$ cat src/rtl/multicycle_controller_pkg.sv
// ---------------------------------------------------------------------------
// ctrl_pkg: states, instruction classes, opcodes and ALU codes
// Rev 1.0
// ---------------------------------------------------------------------------
`default_nettype none

package ctrl_pkg;

  typedef enum logic [2:0] {
    FETCH  = 3'd0,
    DECODE = 3'd1,
    EXEC   = 3'd2,
    MEM    = 3'd3,
    WB     = 3'd4,
    TRAP   = 3'd5
  } state_t;

  typedef enum logic [3:0] {
    CLS_ADD     = 4'd0,
    CLS_SUB     = 4'd1,
    CLS_ADDI    = 4'd2,
    CLS_LW      = 4'd3,
    CLS_SW      = 4'd4,
    CLS_BEQ     = 4'd5,
    CLS_JAL     = 4'd6,
    CLS_JALR    = 4'd7,
    CLS_ILLEGAL = 4'd8
  } iclass_t;

  localparam logic [6:0] OP_R    = 7'b0110011;
  localparam logic [6:0] OP_I    = 7'b0010011;
  localparam logic [6:0] OP_LW   = 7'b0000011;
  localparam logic [6:0] OP_SW   = 7'b0100011;
  localparam logic [6:0] OP_BEQ  = 7'b1100011;
  localparam logic [6:0] OP_JAL  = 7'b1101111;
  localparam logic [6:0] OP_JALR = 7'b1100111;

  localparam logic [3:0] ALU_ADD = 4'b0000;
  localparam logic [3:0] ALU_SUB = 4'b1000;

  function automatic logic uses_imm_srcb(input iclass_t c);
    return (c == CLS_ADDI) || (c == CLS_LW) || (c == CLS_SW) || (c == CLS_JALR);
  endfunction

endpackage

`default_nettype wire

$ cat src/rtl/multicycle_controller_if.sv
// ---------------------------------------------------------------------------
// multicycle_controller_if: fetch port, data-memory handshake, datapath bus
// Rev 1.0
// ---------------------------------------------------------------------------
`default_nettype none

interface multicycle_controller_if #(
  parameter int NBITS      = 8,
  parameter int NREGS      = 32,
  parameter int WIDTH_ALUF = 4
);
  localparam int RW = $clog2(NREGS);

  logic                  instr_req;
  logic [NBITS-1:0]      instr_addr;
  logic                  instr_ack;
  logic [31:0]           instr_rdata;
  logic [RW-1:0]         RS1;
  logic [RW-1:0]         RS2;
  logic [RW-1:0]         RD;
  logic [NBITS-1:0]      IMM;
  logic [WIDTH_ALUF-1:0] ALUControl;
  logic                  ALUSrc;
  logic                  MemtoReg;
  logic                  RegWrite;
  logic                  link;
  logic [NBITS-1:0]      pclink;
  logic                  Zero;
  logic [NBITS-1:0]      PCReg;
  logic                  mem_req;
  logic                  mem_we;
  logic                  mem_ack;
  logic                  halted;

  modport master (
    output instr_req, instr_addr,
    input  instr_ack, instr_rdata,
    output RS1, RS2, RD, IMM, ALUControl, ALUSrc, MemtoReg, RegWrite, link, pclink,
    input  Zero, PCReg,
    output mem_req, mem_we,
    input  mem_ack,
    output halted
  );

  modport slave (
    input  instr_req, instr_addr,
    output instr_ack, instr_rdata,
    input  RS1, RS2, RD, IMM, ALUControl, ALUSrc, MemtoReg, RegWrite, link, pclink,
    output Zero, PCReg,
    input  mem_req, mem_we,
    output mem_ack,
    input  halted
  );

endinterface

`default_nettype wire

$ cat src/rtl/multicycle_controller_instr_decoder.sv
// ---------------------------------------------------------------------------
// instr_decoder: combinational IR -> register fields, immediate, class
// Rev 1.0
// ---------------------------------------------------------------------------
`default_nettype none

module instr_decoder
  import ctrl_pkg::*;
#(
  parameter int NBITS = 8,
  parameter int RW    = 5
) (
  input  logic [31:0]      ir,
  output logic [RW-1:0]    rs1,
  output logic [RW-1:0]    rs2,
  output logic [RW-1:0]    rd,
  output logic [NBITS-1:0] imm,
  output iclass_t          iclass,
  output logic             illegal
);

  logic [6:0] opcode;
  logic [2:0] funct3;
  logic [6:0] funct7;

  assign opcode  = ir[6:0];
  assign funct3  = ir[14:12];
  assign funct7  = ir[31:25];
  assign rs1     = RW'(ir[19:15]);
  assign rs2     = RW'(ir[24:20]);
  assign rd      = RW'(ir[11:7]);
  assign illegal = (iclass == CLS_ILLEGAL);

  always_comb begin
    iclass = CLS_ILLEGAL;
    case (opcode)
      OP_R: begin
        if (funct3 == 3'b000 && funct7 == 7'b0000000) iclass = CLS_ADD;
        else if (funct3 == 3'b000 && funct7 == 7'b0100000) iclass = CLS_SUB;
      end
      OP_I:    if (funct3 == 3'b000) iclass = CLS_ADDI;
      OP_LW:   if (funct3 == 3'b010) iclass = CLS_LW;
      OP_SW:   if (funct3 == 3'b010) iclass = CLS_SW;
      OP_BEQ:  if (funct3 == 3'b000) iclass = CLS_BEQ;
      OP_JAL:  iclass = CLS_JAL;
      OP_JALR: if (funct3 == 3'b000) iclass = CLS_JALR;
      default: iclass = CLS_ILLEGAL;
    endcase
  end

  // Sign-extend to 32 bits in the RV32I layout, then keep the low NBITS.
  always_comb begin
    imm = '0;
    case (iclass)
      CLS_ADDI, CLS_LW, CLS_JALR:
        imm = NBITS'({{20{ir[31]}}, ir[31:20]});
      CLS_SW:
        imm = NBITS'({{20{ir[31]}}, ir[31:25], ir[11:7]});
      CLS_BEQ:
        imm = NBITS'({{19{ir[31]}}, ir[31], ir[7], ir[30:25], ir[11:8], 1'b0});
      CLS_JAL:
        imm = NBITS'({{11{ir[31]}}, ir[31], ir[19:12], ir[20], ir[30:21], 1'b0});
      default: imm = '0;
    endcase
  end

endmodule

`default_nettype wire

$ cat src/rtl/multicycle_controller.sv
// ---------------------------------------------------------------------------
// multicycle_controller: PC, IR and FETCH/DECODE/EXEC/MEM/WB/TRAP sequencer
// Rev 1.0
// ---------------------------------------------------------------------------
`default_nettype none

module multicycle_controller
  import ctrl_pkg::*;
#(
  parameter int               NBITS      = 8,
  parameter int               NREGS      = 32,
  parameter int               WIDTH_ALUF = 4,
  parameter logic [NBITS-1:0] PC_RESET   = '0
) (
  input  logic                    clock,
  input  logic                    reset,
  multicycle_controller_if.master bus
);

  localparam int               RW   = $clog2(NREGS);
  localparam logic [NBITS-1:0] FOUR = NBITS'(4);

  state_t           state_q, state_d;
  logic [NBITS-1:0] pc_q, pc_d;
  logic [31:0]      ir_q, ir_d;
  logic             started_q, started_d;

  logic [RW-1:0]    rs1, rs2, rd;
  logic [NBITS-1:0] imm;
  iclass_t          iclass;
  logic             illegal;
  logic [NBITS-1:0] pc_plus4;
  logic [NBITS-1:0] jalr_target;

  instr_decoder #(
    .NBITS (NBITS),
    .RW    (RW)
  ) u_decoder (
    .ir      (ir_q),
    .rs1     (rs1),
    .rs2     (rs2),
    .rd      (rd),
    .imm     (imm),
    .iclass  (iclass),
    .illegal (illegal)
  );

  assign pc_plus4 = pc_q + FOUR;

  always_comb begin
    jalr_target    = bus.PCReg + imm;
    jalr_target[0] = 1'b0;
  end

  // started_q keeps instr_req low until the first clock after reset release.
  always_ff @(posedge clock or negedge reset) begin
    if (!reset) begin
      state_q   <= FETCH;
      pc_q      <= PC_RESET;
      ir_q      <= '0;
      started_q <= 1'b0;
    end else begin
      state_q   <= state_d;
      pc_q      <= pc_d;
      ir_q      <= ir_d;
      started_q <= started_d;
    end
  end

  always_comb begin
    state_d   = state_q;
    pc_d      = pc_q;
    ir_d      = ir_q;
    started_d = 1'b1;
    case (state_q)
      FETCH: begin
        if (started_q && bus.instr_ack) begin
          ir_d    = bus.instr_rdata;
          state_d = DECODE;
        end
      end
      DECODE: state_d = illegal ? TRAP : EXEC;
      EXEC: begin
        case (iclass)
          CLS_BEQ: begin
            pc_d    = bus.Zero ? (pc_q + imm) : pc_plus4;
            state_d = FETCH;
          end
          CLS_LW, CLS_SW: state_d = MEM;
          default:        state_d = WB;
        endcase
      end
      MEM: begin
        if (bus.mem_ack) begin
          if (iclass == CLS_SW) begin
            pc_d    = pc_plus4;
            state_d = FETCH;
          end else begin
            state_d = WB;
          end
        end
      end
      WB: begin
        case (iclass)
          CLS_JAL:  pc_d = pc_q + imm;
          CLS_JALR: pc_d = jalr_target;
          default:  pc_d = pc_plus4;
        endcase
        state_d = FETCH;
      end
      TRAP:    state_d = TRAP;
      default: state_d = FETCH;
    endcase
  end

  assign bus.instr_req  = (state_q == FETCH) && started_q;
  assign bus.instr_addr = pc_q;
  assign bus.RS1        = rs1;
  assign bus.RS2        = rs2;
  assign bus.RD         = rd;
  assign bus.IMM        = imm;
  assign bus.ALUControl = ((iclass == CLS_SUB) || (iclass == CLS_BEQ)) ?
                          WIDTH_ALUF'(ALU_SUB) : WIDTH_ALUF'(ALU_ADD);
  assign bus.ALUSrc     = uses_imm_srcb(iclass);
  assign bus.MemtoReg   = (iclass == CLS_LW);
  assign bus.RegWrite   = (state_q == WB);
  assign bus.link       = (state_q == WB) && ((iclass == CLS_JAL) || (iclass == CLS_JALR));
  assign bus.pclink     = illegal ? '0 : pc_plus4;
  assign bus.mem_req    = (state_q == MEM);
  assign bus.mem_we     = (state_q == MEM) && (iclass == CLS_SW);
  assign bus.halted     = (state_q == TRAP);

endmodule

`default_nettype wire

$ cat src/flat_wrapper.sv
// flat-port wrapper written by rule: the top's interface ports become plain ports
module multicycle_controller_flat import ctrl_pkg::*;
#(
  parameter int               NBITS      = 8,
  parameter int               NREGS      = 32,
  parameter int               WIDTH_ALUF = 4,
  parameter logic [NBITS-1:0] PC_RESET   = '0
)
  (clock, reset, bus_instr_req, bus_instr_addr, bus_instr_ack, bus_instr_rdata, bus_RS1, bus_RS2, bus_RD, bus_IMM, bus_ALUControl, bus_ALUSrc, bus_MemtoReg, bus_RegWrite, bus_link, bus_pclink, bus_Zero, bus_PCReg, bus_mem_req, bus_mem_we, bus_mem_ack, bus_halted);
  multicycle_controller_if #(.NBITS(NBITS), .NREGS(NREGS), .WIDTH_ALUF(WIDTH_ALUF)) bus_i ();
  input  logic clock;
  input  logic reset;
  output wire logic [$bits(bus_i.instr_req)-1:0] bus_instr_req;
  output wire logic [$bits(bus_i.instr_addr)-1:0] bus_instr_addr;
  input wire logic [$bits(bus_i.instr_ack)-1:0] bus_instr_ack;
  input wire logic [$bits(bus_i.instr_rdata)-1:0] bus_instr_rdata;
  output wire logic [$bits(bus_i.RS1)-1:0] bus_RS1;
  output wire logic [$bits(bus_i.RS2)-1:0] bus_RS2;
  output wire logic [$bits(bus_i.RD)-1:0] bus_RD;
  output wire logic [$bits(bus_i.IMM)-1:0] bus_IMM;
  output wire logic [$bits(bus_i.ALUControl)-1:0] bus_ALUControl;
  output wire logic [$bits(bus_i.ALUSrc)-1:0] bus_ALUSrc;
  output wire logic [$bits(bus_i.MemtoReg)-1:0] bus_MemtoReg;
  output wire logic [$bits(bus_i.RegWrite)-1:0] bus_RegWrite;
  output wire logic [$bits(bus_i.link)-1:0] bus_link;
  output wire logic [$bits(bus_i.pclink)-1:0] bus_pclink;
  input wire logic [$bits(bus_i.Zero)-1:0] bus_Zero;
  input wire logic [$bits(bus_i.PCReg)-1:0] bus_PCReg;
  output wire logic [$bits(bus_i.mem_req)-1:0] bus_mem_req;
  output wire logic [$bits(bus_i.mem_we)-1:0] bus_mem_we;
  input wire logic [$bits(bus_i.mem_ack)-1:0] bus_mem_ack;
  output wire logic [$bits(bus_i.halted)-1:0] bus_halted;
  assign bus_instr_req = bus_i.instr_req;
  assign bus_instr_addr = bus_i.instr_addr;
  assign bus_i.instr_ack = bus_instr_ack;
  assign bus_i.instr_rdata = bus_instr_rdata;
  assign bus_RS1 = bus_i.RS1;
  assign bus_RS2 = bus_i.RS2;
  assign bus_RD = bus_i.RD;
  assign bus_IMM = bus_i.IMM;
  assign bus_ALUControl = bus_i.ALUControl;
  assign bus_ALUSrc = bus_i.ALUSrc;
  assign bus_MemtoReg = bus_i.MemtoReg;
  assign bus_RegWrite = bus_i.RegWrite;
  assign bus_link = bus_i.link;
  assign bus_pclink = bus_i.pclink;
  assign bus_i.Zero = bus_Zero;
  assign bus_i.PCReg = bus_PCReg;
  assign bus_mem_req = bus_i.mem_req;
  assign bus_mem_we = bus_i.mem_we;
  assign bus_i.mem_ack = bus_mem_ack;
  assign bus_halted = bus_i.halted;
  multicycle_controller #(.NBITS(NBITS), .NREGS(NREGS), .WIDTH_ALUF(WIDTH_ALUF), .PC_RESET(PC_RESET)) u_core (.clock(clock), .reset(reset), .bus(bus_i));
endmodule
$ cat config.mk
export PLATFORM = sky130hd
export DESIGN_NAME = multicycle_controller_flat
export DESIGN_NICKNAME = d
export VERILOG_FILES = /design/src/rtl/multicycle_controller_pkg.sv /design/src/rtl/multicycle_controller_if.sv /design/src/rtl/multicycle_controller_instr_decoder.sv /design/src/rtl/multicycle_controller.sv /design/src/flat_wrapper.sv
export SDC_FILE = /design/constraint.sdc
export NUM_CORES = 1
export LEC_CHECK = 0
export BUFFER_PORTS_ARGS = -buffer_cell sky130_fd_sc_hd__buf_2
export CAP_MARGIN = 25
export CORE_ASPECT_RATIO = 0.9
export CORE_MARGIN = 1
export CORE_UTILIZATION = 42
export DETAILED_ROUTE_END_ITERATION = 7
export GPL_TIMING_DRIVEN = 0
export PLACE_DENSITY_LB_ADDON = 0.12
export SLEW_MARGIN = 10
export SYNTH_ARGS = -nofsm -noshare
export SYNTH_HDL_FRONTEND = slang
export SYNTH_HIERARCHICAL = 1
export SYNTH_SLANG_ARGS = --single-unit
$ cat constraint.sdc
create_clock -name clock -period 5 [get_ports clock]
set_input_delay 0.5 -clock clock [delete_from_list [all_inputs] [get_ports clock]]
set_output_delay 0.5 -clock clock [all_outputs]
set_load 0.02 [all_outputs]
# Word level (Yosys, flattened, before mapping)
# Index checks and enable logic that the tools add are counted.
dict set report totals {
  regBits 44
  latch_bits 0
  ram_bits 0
  mem_bits_ro 0
  input_bits 45
  wordCells 76
  mem_count 0
}
dict set report op_classes {
  n_addsub 3
  multipliers 0
  div_mod_pow 0
  magnitude_cmp 0
  n_eq_ne 26
  shift 0
  muxes 23
  n_bitwise 0
  reduce_logical 20
}
# cell count
set ops {}
lappend ops {{$mux W8} 5}
lappend ops {{$mux W4} 8}
lappend ops {{$pmux W8 S4} 1}
lappend ops {{$pmux W4 S7} 1}
lappend ops {{$pmux W8 S3} 1}
lappend ops {{$eq A7 B6 Y1 const B} 3}
lappend ops {{$eq A7 B7 Y1 const B} 3}
lappend ops {{$add A8 B8 Y8} 2}
lappend ops {{$eq A4 B3 Y1 const B} 4}
lappend ops {{$pmux W8 S2} 1}
lappend ops {{$pmux W3 S5} 1}
lappend ops {{$mux W3} 4}
lappend ops {{$eq A3 B2 Y1 const B} 3}
lappend ops {{$add A8 B3 Y8 const B} 1}
lappend ops {{$eq A4 B2 Y1 const B} 2}
lappend ops {{$ne A2 B1 Y1 const B} 4}
lappend ops {{$eq A7 B2 Y1 const B} 1}
lappend ops {{$eq A7 B5 Y1 const B} 1}
lappend ops {{$logic_not A7 Y1} 1}
lappend ops {{$eq A3 B3 Y1 const B} 2}
lappend ops {{$logic_and A1 B1 Y1} 6}
lappend ops {{$logic_not A3 Y1} 2}
lappend ops {{$pmux W3 S2} 1}
lappend ops {{$logic_or A1 B1 Y1} 5}
lappend ops {{other kinds (8)} 9}

# Depth between registers and ports, before layout
# Gate-level depths: netlist of the first run.
dict set report logic_depth {
  depth_word 12
  ltp_mapped 12
  depth_no_buf 12
}

# Hierarchy
# Netlist of the first run, hierarchy kept.
# module n_inst cells_each area_per_inst_um2
set modules_own_cells {}
lappend modules_own_cells {multicycle_controller 1 271 2822.7}
lappend modules_own_cells {instr_decoder 1 73 491.7}

# Least setup slack after synthesis of the first run
# OpenSTA, ideal clock, no wires.
dict set report synth_timing {
  kind {flip-flop to flip-flop}
  from {register u_core.ir_q[3]}
  to {register u_core.pc_q[5], in the netlist u_core/bus.instr_addr[5]}
  setup_ps 126
  arrival_time_ps 3552
  t_required_ps 4874
  path_slack_ps 1322
  stages_incl_launch_ff 12
  path_buffers 0
  period_less_slack_ps 3678
  cell_sequence {dfrtp_1 -> or3_4 -> nor3_1 -> a21o_2 -> nand2_1 -> o21ai_0 -> ha_1 -> a21oi_1 -> o2111ai_1 -> xnor2_1 -> o32ai_1 -> a221o_1}
}
dict set report synth_via {
  elab_chain_cells 9
  word_cells_on_any_way 25
}
# element line_no
set synth_lines {}
lappend synth_lines {{from (decl)} multicycle_controller.sv:25} ;# logic [31:0] ir_q, ir_d;
lappend synth_lines {{from (signal assigned)} multicycle_controller.sv:65} ;# ir_q <= ir_d;
lappend synth_lines {{$eq A7 B7 Y1 (tied with other cells)} multicycle_controller_instr_decoder.sv:36} ;# case (opcode)
lappend synth_lines {{$pmux W4 S7 *} multicycle_controller_instr_decoder.sv:36}
lappend synth_lines {{via u_core.iclass[2]} multicycle_controller.sv:30} ;# iclass_t iclass;
lappend synth_lines {{$eq A4 B2 Y1 or $eq A4 B3 Y1 (tied branches)} multicycle_controller_instr_decoder.sv:54} ;# case (iclass)
lappend synth_lines {{$reduce_or A3 Y1} multicycle_controller_instr_decoder.sv:54}
lappend synth_lines {{$pmux W8 S4 *} multicycle_controller_instr_decoder.sv:54}
lappend synth_lines {{via bus_IMM[1]} flat_wrapper.sv:20} ;# output wire logic [$bits(bus_i.IMM)-1:0] bus_IMM;
lappend synth_lines {{$add A8 B8 Y8} {multicycle_controller.sv:86, multicycle_controller.sv:105}}
lappend synth_lines {{$mux W8} multicycle_controller.sv:86} ;# pc_d = bus.Zero ? (pc_q + imm) : pc_plus4;
lappend synth_lines {{$mux W8} multicycle_controller.sv:84} ;# case (iclass)
lappend synth_lines {{$pmux W8 S3 *} multicycle_controller.sv:75} ;# case (state_q)
lappend synth_lines {{to (signal assigned)} multicycle_controller.sv:64} ;# pc_q <= pc_d;
lappend synth_lines {{to (decl)} multicycle_controller.sv:24} ;# logic [NBITS-1:0] pc_q, pc_d;
# Mark *: on every way through the listed nets, which the timed path passes. The rest lies on a longest branch. The select of a mux whose other input is x is not followed.
# A chain may end at the register's enable or synchronous reset.

# Worst setup path in the final report of the first run
dict set report layout_timing {
  from {register u_core.ir_q[2]}
  to {register u_core.pc_q[5], in the netlist u_core/bus.instr_addr[5]}
}
dict set report layout_via {
  elab_chain_cells 9
  word_cells_on_any_way 25
}
# element line_no
set layout_lines {}
lappend layout_lines {{$eq A7 B7 Y1 (tied with other cells)} multicycle_controller_instr_decoder.sv:36}
lappend layout_lines {{$pmux W4 S7 *} multicycle_controller_instr_decoder.sv:36}
lappend layout_lines {{via u_core.iclass[2]} multicycle_controller.sv:30}
lappend layout_lines {{$eq A4 B2 Y1 or $eq A4 B3 Y1 (tied branches)} {multicycle_controller_instr_decoder.sv:54, multicycle_controller.sv:104}}
lappend layout_lines {{$reduce_or A3 Y1} multicycle_controller_instr_decoder.sv:54}
lappend layout_lines {{$pmux W8 S4} multicycle_controller_instr_decoder.sv:54}
lappend layout_lines {{$add A8 B8 Y8} {multicycle_controller.sv:86, multicycle_controller.sv:105}}
lappend layout_lines {{$mux W8} multicycle_controller.sv:86}
lappend layout_lines {{$mux W8} multicycle_controller.sv:84}
lappend layout_lines {{$pmux W8 S3} multicycle_controller.sv:75}
# Marks and branches as above.

==> results.md, run 1 <==
- Net count, final: 508
- Ys async rst share: 100%
- Chip Width: 95.6 um
- Yosys reg bits: 44
- Routed wire length: 8280 um
- Comb pwr share: 50.4%
- WHS: 0.191 ns
- Drt wl/cell: 15.2 um
- Clock skew: 0.00946 ns
- Synth unique cells: 71
- Initial antenna violation count: 0
- Relative slew slack: 41.5%
- CP Buf/Inv Count: 0
- Synth top area share: 33.2%
- Initial Utilization: 43.7%
- Post-cts sizing count: 0
- CP Capture Type: flip-flop
- Global-route wire length before repair: 13100 um
- Crit path kind: reg2reg
- Die H: 86.3 um
- Slowest-stage cell, CP: o21ai_0
- Final hold violation count: 0
- P&R area growth vs syn: 22.4%
- Sw power: 0.000848 W
- Crit path DAT: 4.00 ns
- I/O Pins: 96
- Total power: 0.00200 W
- Clock transition at path regs: 0.09 ns
- Clock share of power: 14.7%
- Family with the most delay on the worst path: compound AO/OA/AOI/OAI gates
- Global Route Usage Sum: 20.8%
- Power Density: 493 nW/um2
- Status: finished, final reports clean
- CTS tree: built
- Leakage power: 1.92 nW
- Mean Syn Cell Area: 9.63 um2
- Drt via density: 5.39
- Clk root buf: clkbuf_8
- Seq/Total Area, Yosys: 33.2%
- H-tree depth: 2
- Worst path max stage delay: 0.68 ns
- Final worst path period share: 76.2%
- Clock Sinks: 44
- Main synth FF type: dfrtp_1
- Minimum clock period: 3.81 ns
- Post-synth EDFFs: 0
- Total negative slack: 0 ns
- Launch point of the worst reg-to-reg path: u_core/ir_q[2]
- Placeable Area: 7580 um2
- CP Cell Sequence: or3_4, nor3_1, a21o_2, nand2_1, o21ai_0, ha_1, a21oi_1, o2111ai_1, xnor2_1, o32ai_1, a221o_1
- Total vias in the final route: 2933
- # diodes: 0
- Worst skew pair latency: 0.30 ns
- Post-CTS Hold Buffers: 0
- P_int: 0.00115 W
- Pins Over Slew Limit: 0
- IO Port Bufs: 92
- Initial DRC Count: 79
- Max-Cap Viols: 0
- Routability cong.: 0.893
- Synth top area cells: dfrtp_1 33%, mux2_1 11%, ha_1 5.3%, buf_4 4.3%, o21ai_0 2.9%
- Max Root-Sink Buffers: 2
- VDD IR max: 299 uV
- Post-CTS setup buffer count: 0
- Final HPWL DP: 6550 um
- Post-Syn Instances: 344
- Worst-path maximum fanout: 10
- Fillers: 743
- Worst EP required: 5.19 ns
- Final setup vio count: 0
- Ys Warns: 6
- RSZ-0062 raised after global routing: no
- Largest net degree at the start of global routing: 45
- Max Freq: 262 MHz
- Antenna-violating nets left: 0
- Worst slew pin tran: 0.868 ns
- Setup crit start kind: flip-flop
- Row cnt: 30
- Vias in the first global route: 2686
- Layout cell share with drive strength beyond 1: 32.6%
- Hold Path Class: in2async
- Grt ovf: 0
- Sw Share: 42.4%
- CTS buffer count: 5
- Worst Setup SP: u_core/ir_q[2]
- Synth Cell Area: 3310 um2
- Area leader, netlist: dfrtp_1
- First-pass DRT Iterations: 5
- Residual DRC count: 0
- Die area: 8250 um2
- Seq pwr share: 34.9%
==> per-stage QoR <==
step / cell area, um2 / instances / setup slack, ns / utilization [%]
global route: 4060 / 544 / 0.906 / 53.5
CTS: 4020 / 542 / 1.19 / 53.1
global placement: 3900 / 534 / 1.19 / 51.5
floorplan: 3320 / 346 / 1.32 / -
detailed placement: 3900 / 534 / 1.19 / 51.5
finish: 4060 / 544 / 1.19 / 53.5
==> power by group through the flow <==
stage          Clock, W  Combinational [W]  Sequential, W
2_1_floorplan         0           0.000745       0.000685
3_3_place_gp          0           0.000993       0.000703
3_5_place_dp          0            0.00101       0.000707
4_1_cts        0.000302            0.00101       0.000700
5_1_grt        0.000317            0.00111       0.000729
6_report       0.000294            0.00101       0.000698
==> Yosys cell counts (4+ instances only) <==
| master | n |
|---|---|
| dfrtp_1 | 44 |
| mux2_1 | 32 |
| nand2_1 | 25 |
| nor2_1 | 21 |
| buf_4 | 19 |
| o21ai_0 | 19 |
| ha_1 | 14 |
| a21oi_1 | 13 |
| nor3_1 | 10 |
| xnor2_1 | 8 |
| a211oi_1 | 7 |
| nand3_1 | 7 |
| nor2b_1 | 7 |
| inv_1 | 6 |
| nand2b_1 | 6 |
| xor2_1 | 6 |
| clkbuf_1 | 5 |
| nand4_1 | 5 |
| a21o_1 | 4 |
| buf_2 | 4 |
| nand3b_1 | 4 |
==> worst reg2reg max path, cell delays in order, from the launching register on <==
cell	delay [ns]
dfrtp_1	0.48
or3_4	0.44
nor3_1	0.28
a21o_2	0.30
nand2_1	0.08
o21ai_0	0.68
ha_1	0.37
a21oi_1	0.23
o2111ai_1	0.21
xnor2_1	0.19
o32ai_1	0.09
a221o_1	0.34
==> state kept, by name, indices dropped and copies added (netlist names) <==
| name | flops |
|---|---|
| u_core/ir_q | 32 |
| u_core/bus.instr_addr | 8 |
| u_core/state_q | 3 |
| u_core/started_q | 1 |
==> worst paths after layout <==
| path | slack [ns] | depth (start not counted) | endpoint |
|---|---|---|---|
| worst min-delay path | 0.19 | 1 | u_core/bus.instr_addr[6] |
| worst max register to register | 1.19 | 11 | u_core/bus.instr_addr[5] |
| min in group clock | 0.40 | 2 | u_core/state_q[0] |
| worst min register to register | 0.50 | 1 | u_core/ir_q[31] |
| max in group asynchronous | 4.29 | 2 | u_core/ir_q[5] |
| worst max-delay path | 1.19 | 11 | u_core/bus.instr_addr[5] |
==> placed cells by master, fill, tap and decap left out, drive strengths merged, types with 7 or more instances in the layout <==
cell type | netlist | layout
buf | 24 | 117
dfrtp | 44 | 44
mux2 | 33 | 33
nand2 | 25 | 25
nor2 | 23 | 23
o21ai | 22 | 22
ha | 14 | 14
a21oi | 13 | 13
clkbuf | 5 | 12
nor3 | 10 | 10
xnor2 | 8 | 8
nor2b | 8 | 8
inv | 8 | 8
nand3 | 7 | 7
a211oi | 7 | 7
==> cell families (layout without fill, tap and decap cells) <==
| kind of cell | count (synthesis) | count (layout) | synth area share, % |
|---|---|---|---|
| simple gates | 114 | 114 | 20.3 |
| compound gates | 80 | 80 | 17.1 |
| flops | 44 | 44 | 33.2 |
| other cells | 2 | 4 | 0.227 |
| buf+inv | 38 | 140 | 6.83 |
| mux | 36 | 36 | 12.1 |
| xor+xnor | 14 | 14 | 3.70 |
| fa+ha+maj | 16 | 16 | 6.49 |
==> per-layer routing <==
layer	wire length [um]	global-route usage, %	up-vias
li1	-	-	1450
met1	3720	28.0	1385
met2	3940	34.5	92
met3	548	4.21	6
met4	74	4.61	0
met5	0	0	-
==> cell type report <==
cell class | count | area, um2 | share of cell area, %
Sequential cell | 44 | 1100 | 27.1
Multi-Input combinational cell | 264 | 1990 | 49.2
Clock inverter | 2 | 38.8 | 0.956
Tap cell | 96 | 120 | 2.96
Buffer | 29 | 193 | 4.75
Timing Repair Buffer | 94 | 493 | 12.2
Inverter | 9 | 33.8 | 0.833
Clock buffer | 6 | 82.6 | 2.04
Note: power is estimated with default switching activity, not from simulation.
==> run 2, diff against run 1 <==
Clock period 5 ns to 3.2 ns, I/O delays scaled along.
==> run 2 against run 1 <==
The flow now finishes with violations (hold timing). Register-to-register slack worse by 1.0 ns. Worst hold slack worse by 0.21 ns. Via count rose by 1.9%. Utilization increased by 2.8 points. Count of clock-buffer cells in the layout did not move. Critical path depth is 2 lower. Die area did not move. Critical path type unchanged. Critical endpoint is now u_core/bus.instr_addr[1]. Largest cell class unchanged.
==> results.md, run 2 (synthesis gave the netlist of run 1 again) <==
- CTS tree: built
- Finished Layout Cells: 553 (+1.7%)
- Number of cells after detailed placement: 535 (+0.19%)
- Layout cell share with drive strength beyond 1: 39.4% (+6.8 points)
- Clock Sinks: 44 (unchanged)
- Worst skew pair latency: 0.30 ns (about the same)
- Global-route wire length before repair: 13800 um (+5.5%)
- Setup crit start kind: flip-flop
- Row cnt: 30 (unchanged)
- Power Density: 771 nW/um2 (+56%)
- CP Buf/Inv Count: 1 (+1)
- P&R area growth vs syn: 28.8%
- Grt ovf: 0 (unchanged)
- VDD IR max: 429 uV (+43%)
- Clk root buf: clkbuf_8
- Worst EP required: 3.38 ns (-1.81 ns)
- Crit path DAT: 3.24 ns (-0.76 ns)
- Max-Cap Viols: 0 (unchanged)
- Max Root-Sink Buffers: 2 (unchanged)
- Total vias in the final route: 2990 (+1.9%)
- Failing checks: hold timing
- Place WS: -0.245 ns (-1.44 ns)
- Crit path kind: reg2reg
- CP Capture Type: flip-flop
- Fillers: 725 (-2.4%)
- Leakage power: 2.02 nW (+5.1%)
- Net count, final: 517 (+1.8%)
- CTS buffer count: 5 (unchanged)
- Minimum clock period: 3.06 ns (-0.750 ns)
- Pins Over Slew Limit: 0 (unchanged)
- Worst path max stage delay: 0.48 ns (-0.20 ns)
- Vias in the first global route: 2779 (+3.5%)
- Residual DRC count: 0 (unchanged)
- I/O Pins: 96 (unchanged)
- Die H: 86.3 um (unchanged)
- Initial Utilization: 43.7% (unchanged)
- Final worst path period share: 95.7% (+19 points)
- Routability cong.: 0.857 (-4.1%)
- Total negative slack: 0 ns (unchanged)
- Most common cell after layout, fill and taps aside: buf_2
- Worst-path maximum fanout: 6 (-4)
- H-tree depth: 2 (unchanged)
- Global Route Usage Sum: 21.9% (+1.1 points)
- Worst slew pin tran: 0.623 ns (-0.245 ns)
- Largest net degree at the start of global routing: 25 (-44%)
- First-pass DRT Iterations: 4 (-1)
- Routed wire length: 8710 um (+5.3%)
- Relative slew slack: 58.4% (+17 points)
- Clock transition at path regs: 0.09 ns (about the same)
- Slowest-stage cell, CP: or3b_1
- CP Cell Sequence: or3_4, o21ai_0, o2111a_1, o21ai_1, or3b_1, o31ai_4, buf_4, and2_1, mux2_2
- # diodes: 0 (unchanged)
- WHS: -0.0155 ns (-0.207 ns)
- Clock skew: 0.0113 ns (+0.00184 ns)
- Drt via density: 5.41 (+0.28%)
- Antenna-violating nets left: 0 (unchanged)
- IO Port Bufs: 92 (unchanged)
- Final hold violation count: 20 (+20)
- Placeable Area: 7580 um2 (unchanged)
- Initial DRC Count: 140 (+77%)
- Initial antenna violation count: 0 (unchanged)
- Max Freq: 327 MHz (+25%)
- Chip Width: 95.6 um (unchanged)
- Die area: 8250 um2 (unchanged)
- Final setup vio count: 0 (unchanged)
- Status: finished, violations left
- Final HPWL DP: 6570 um (+0.35%)
- Drt wl/cell: 15.8 um (+3.5%)
- Largest reg by FF count: u_core/ir_q
- Final WS setup: 0.139 ns (-1.05 ns)
- Hold Path Class: in2async
- Family with the most delay on the worst path: simple AND/OR/NAND/NOR gates
- Largest register FFs: 32 (unchanged)
- Most frequent cells in the layout: 96 x buf_2, 40 x dfrtp_1, 32 x mux2_1
run 2: changes by cell type in the layout (fill, tap and decap cells not counted), moves of 3 or more:
| cell | delta |
|---|---|
| o21ai_1 | +3 |
| a211oi_1 | -3 |
| dfrtp_2 | +4 |
| a211oi_2 | +3 |
| o21ai_2 | +4 |
| buf_4 | +10 |
| ha_1 | -3 |
| dfrtp_1 | -4 |
| o21ai_0 | -8 |
run 2: worst paths after layout:
path                       cells past startpoint             from                       end  slack [ns]
min                                            1            reset  u_core/bus.instr_addr[4]       -0.02
min in group clock                             2      bus_mem_ack         u_core/state_q[0]        0.21
max                                            9   u_core/ir_q[2]  u_core/bus.instr_addr[1]        0.14
max reg2reg                                    9   u_core/ir_q[2]  u_core/bus.instr_addr[1]        0.14
max in group asynchronous                      2            reset            u_core/ir_q[2]        2.67
min reg2reg                                    1  u_core/ir_q[16]           u_core/ir_q[16]        0.50
run 2: report_power, final:
part | leakage [nW] | switching (W) | internal (W)
clock network | 0.0614 | 0.000209 | 0.000256
registers | 0.526 | 0.000278 | 0.000822
logic | 1.43 | 0.000920 | 0.000808
run 2: per-layer routing:
metal,GRT usage (%),wire length (um),up-vias
met5,0,0,-
met4,5.43,86,0
met3,3.68,516,10
met2,36.0,4160,100
met1,30.1,3950,1402
li1,-,-,1478
run 2: cell type report:
class	count	area (um2)	area share (%)
Clock buffer	6	82.6	1.93
Clock inverter	2	38.8	0.908
Tap cell	96	120	2.81
Sequential cell	44	1110	25.9
Multi-Input combinational cell	264	2130	49.9
Timing Repair Buffer	103	556	13.0
Inverter	9	33.8	0.791
Buffer	29	203	4.75
run 2: repair_timing:
action                                  4_1_cts  5_1_grt
resized for setup                            14       18
endpoints found under the setup margin       11        8
setup buffers                                 4        6
gates cloned                                  0        0
hold buffers                                  0        0
pin swaps                                     1        9
run 2: stage by stage:
step                      hold slack [ns]  power (W)  area [um2]  util (%)
after CTS                         0.00208    0.00322        4160      54.8
after global placement              0.476    0.00266        3910      51.6
after floorplan                    0.0244    0.00224        3330         -
after global routing               0.0143    0.00351        4270      56.3
after detailed placement            0.333    0.00269        3930      51.9
final                             -0.0155    0.00329        4270      56.3
==> run 3, diff against run 2 <==
Settings changed: GPL_TIMING_DRIVEN 0 to unset.
==> run 3 against run 2 <==
Via count down 0.17%. Clock skew down 0.0070 ns. Sequential power about the same. Sequential share of layout area up 0.49 points. Critical endpoint is now u_core/bus.instr_addr[4]. Routed wire length down 0.91%. The run now ends clean. Flip-flop and latch count unchanged. Clock power down 4%. Largest cell class unchanged. Critical path type unchanged.
==> results.md, run 3 (synthesis gave the netlist of run 1 again) <==
- Status: finished, final reports clean
- Final WS setup: 0.0438 ns (-0.0952 ns)
- Clk root buf: clkbuf_8
- Antenna-violating nets left: 0 (unchanged)
- P&R area growth vs syn: 25.9%
- Largest reg by FF count: u_core/ir_q
- Crit path DAT: 3.35 ns (+0.11 ns)
- VDD IR max: 380 uV (-11%)
- Final hold violation count: 0 (-100%)
- Leakage power: 1.95 nW (-3.5%)
- Layout cell share with drive strength beyond 1: 37.8% (-1.6 points)
- Max-Cap Viols: 0 (unchanged)
- Worst path max stage delay: 0.43 ns (-0.05 ns)
- H-tree depth: 2 (unchanged)
- Routability cong.: 0.907 (+5.9%)
- Final worst path period share: 98.6% (+3.0 points)
- Hold Path Class: in2reg
- Largest register FFs: 32 (unchanged)
- Fillers: 741 (+2.2%)
- Worst reg-to-reg path cell count: 12 (+3)
- WHS Path Cells: 2
- Global Route Usage Sum: 21.8% (-0.16 points)
- # diodes: 0 (unchanged)
- Most frequent cells in the layout: 92 x buf_2, 44 x dfrtp_1, 32 x mux2_1
- Family with the most delay on the worst path: compound AO/OA/AOI/OAI gates
- Minimum clock period: 3.16 ns (+0.0952 ns)
- Hold_sp: bus_mem_ack
- Initial DRC Count: 110 (-21%)
- Relative slew slack: 66.7% (+8.2 points)
- Final HPWL DP: 6700 um (+1.9%)
- Slowest-stage cell, CP: or3_4
- Power Density: 755 nW/um2 (-2.1%)
- CP Cell Sequence: or3_4, nor4_4, a31oi_1, nand2_1, o21ai_2, ha_2, fa_2, a21o_1, a211oi_2, nor3_2, o31a_1, a221o_1
- Clock Sinks: 44 (unchanged)
- Vias in the first global route: 2829 (+1.8%)
- Net count, final: 505 (-2.3%)
- Max Root-Sink Buffers: 2 (unchanged)
- Total negative slack: 0 ns (unchanged)
- Hold EP: u_core/state_q[0]
- Crit path kind: reg2reg
- Die H: 86.3 um (unchanged)
- Most common cell after layout, fill and taps aside: buf_2
- Die area: 8250 um2 (unchanged)
- CTS tree: built
- CP Buf/Inv Count: 0 (-1)
- Chip Width: 95.6 um (unchanged)
- Drt via density: 5.52 (+2.0%)
- RSZ-0062 raised after global routing: yes
- Grt ovf: 0 (unchanged)
- I/O Pins: 96 (unchanged)
- Max Freq: 317 MHz (-3.0%)
- First-pass DRT Iterations: 5 (+1)
- CTS buffer count: 5 (unchanged)
- Placeable Area: 7580 um2 (unchanged)
- Place WS: 0.00592 ns (+0.251 ns)
- Largest net degree at the start of global routing: 45 (+80%)
- R2r setup slk: 0.04 ns (-0.10 ns)
- Total vias in the final route: 2985 (-0.17%)
- Setup crit start kind: flip-flop
- Routed wire length: 8630 um (-0.91%)
- Clock skew: 0.00426 ns (-0.00704 ns)
- Initial antenna violation count: 0 (unchanged)
- Pins Over Slew Limit: 0 (unchanged)
- Drt wl/cell: 16.0 um (+1.3%)
- Launch point of the worst reg-to-reg path: u_core/ir_q[3]
- Initial Utilization: 43.7% (unchanged)
- Worst slew pin tran: 0.486 ns (-0.137 ns)
- Utilization after layout: 55.0% (-1.3 points)
- Final setup vio count: 0 (unchanged)
- Row cnt: 30 (unchanged)
- Global-route wire length before repair: 13900 um (+0.10%)
- Reg2Reg Capture Point: u_core/bus.instr_addr[4]
- IO Port Bufs: 92 (unchanged)
- Worst skew pair latency: 0.30 ns (about the same)
- Residual DRC count: 0 (unchanged)
- Clock transition at path regs: 0.09 ns (about the same)
- Worst-path maximum fanout: 4 (-2)
- Worst EP required: 3.39 ns (about the same)
- CP Capture Type: flip-flop
-- run 3: cell types whose count changed in the layout (fill, tap and decap cells not counted), moves of 4 or more --
cell,delta
buf_2,-4
buf_4,-4
clkbuf_1,-4
dfrtp_1,+4
dfrtp_2,-4
-- run 3: final cells by class --
| type | instances | area (um2) | area share [%] |
|---|---|---|---|
| multi-input cells | 264 | 2100 | 50.4 |
| flip-flops and latches | 44 | 1100 | 26.4 |
| repair buffers | 120 | 698 | 16.7 |
| well taps | 96 | 120 | 2.88 |
| clock buffers | 5 | 68.8 | 1.65 |
| clock inverters | 3 | 46.3 | 1.11 |
| inverters | 9 | 33.8 | 0.810 |
-- run 3: worst max path at each step --
stage	from	cells after the start	endpoint	slack (ns)
after floorplan	u_core/ir_q[3]	11	u_core/bus.instr_addr[6]	0.06
after global placement	u_core/ir_q[3]	12	u_core/bus.instr_addr[4]	0.08
after detailed placement	u_core/ir_q[3]	12	u_core/bus.instr_addr[4]	0.006
after CTS	u_core/ir_q[3]	12	u_core/bus.instr_addr[4]	0.04
after global routing	u_core/ir_q[3]	12	u_core/bus.instr_addr[5]	-0.09
final	u_core/ir_q[3]	12	u_core/bus.instr_addr[4]	0.04
-- run 3: stage by stage --
stage | hold WS (ns) | std cells | total power [W] | area (um2)
after floorplan | 0.0244 | 346 | 0.00224 | 3330
after global placement | 0.471 | 529 | 0.00262 | 3920
after detailed placement | 0.479 | 529 | 0.00265 | 3920
after CTS | 0.203 | 537 | 0.00312 | 4060
after global routing | 0.201 | 541 | 0.00337 | 4170
final | 0.214 | 541 | 0.00315 | 4170
-- run 3: where the power goes --
part / leakage (nW) / internal [W] / total (W) / switching, W
Sequential: 0.530 / 0.000816 / 0.00110 / 0.000287
Combinational: 1.36 / 0.000712 / 0.00160 / 0.000886
Clock: 0.0548 / 0.000235 / 0.000447 / 0.000211
Total: 1.95 / 0.00176 / 0.00315 / 0.00138
-- run 3: routing by layer --
metal | routed length [um] | vias to the layer above | GRT usage [%]
met3 | 636 | 15 | 3.77
met1 | 3690 | 1428 | 29.5
li1 | - | 1442 | -
met4 | 176 | 0 | 7.60
met5 | 0 | - | 0
met2 | 4130 | 100 | 35.0
-- run 3: repair_timing --
| action | CTS | global route |
|---|---|---|
| buffers inserted | 0 | 2 |
| hold endpoints to repair | 0 | 8 |
| resized for setup | 5 | 15 |
| endpoints found under the setup margin | 1 | 6 |
| hold buffers | 0 | 1 |
| pin swaps | 0 | 7 |
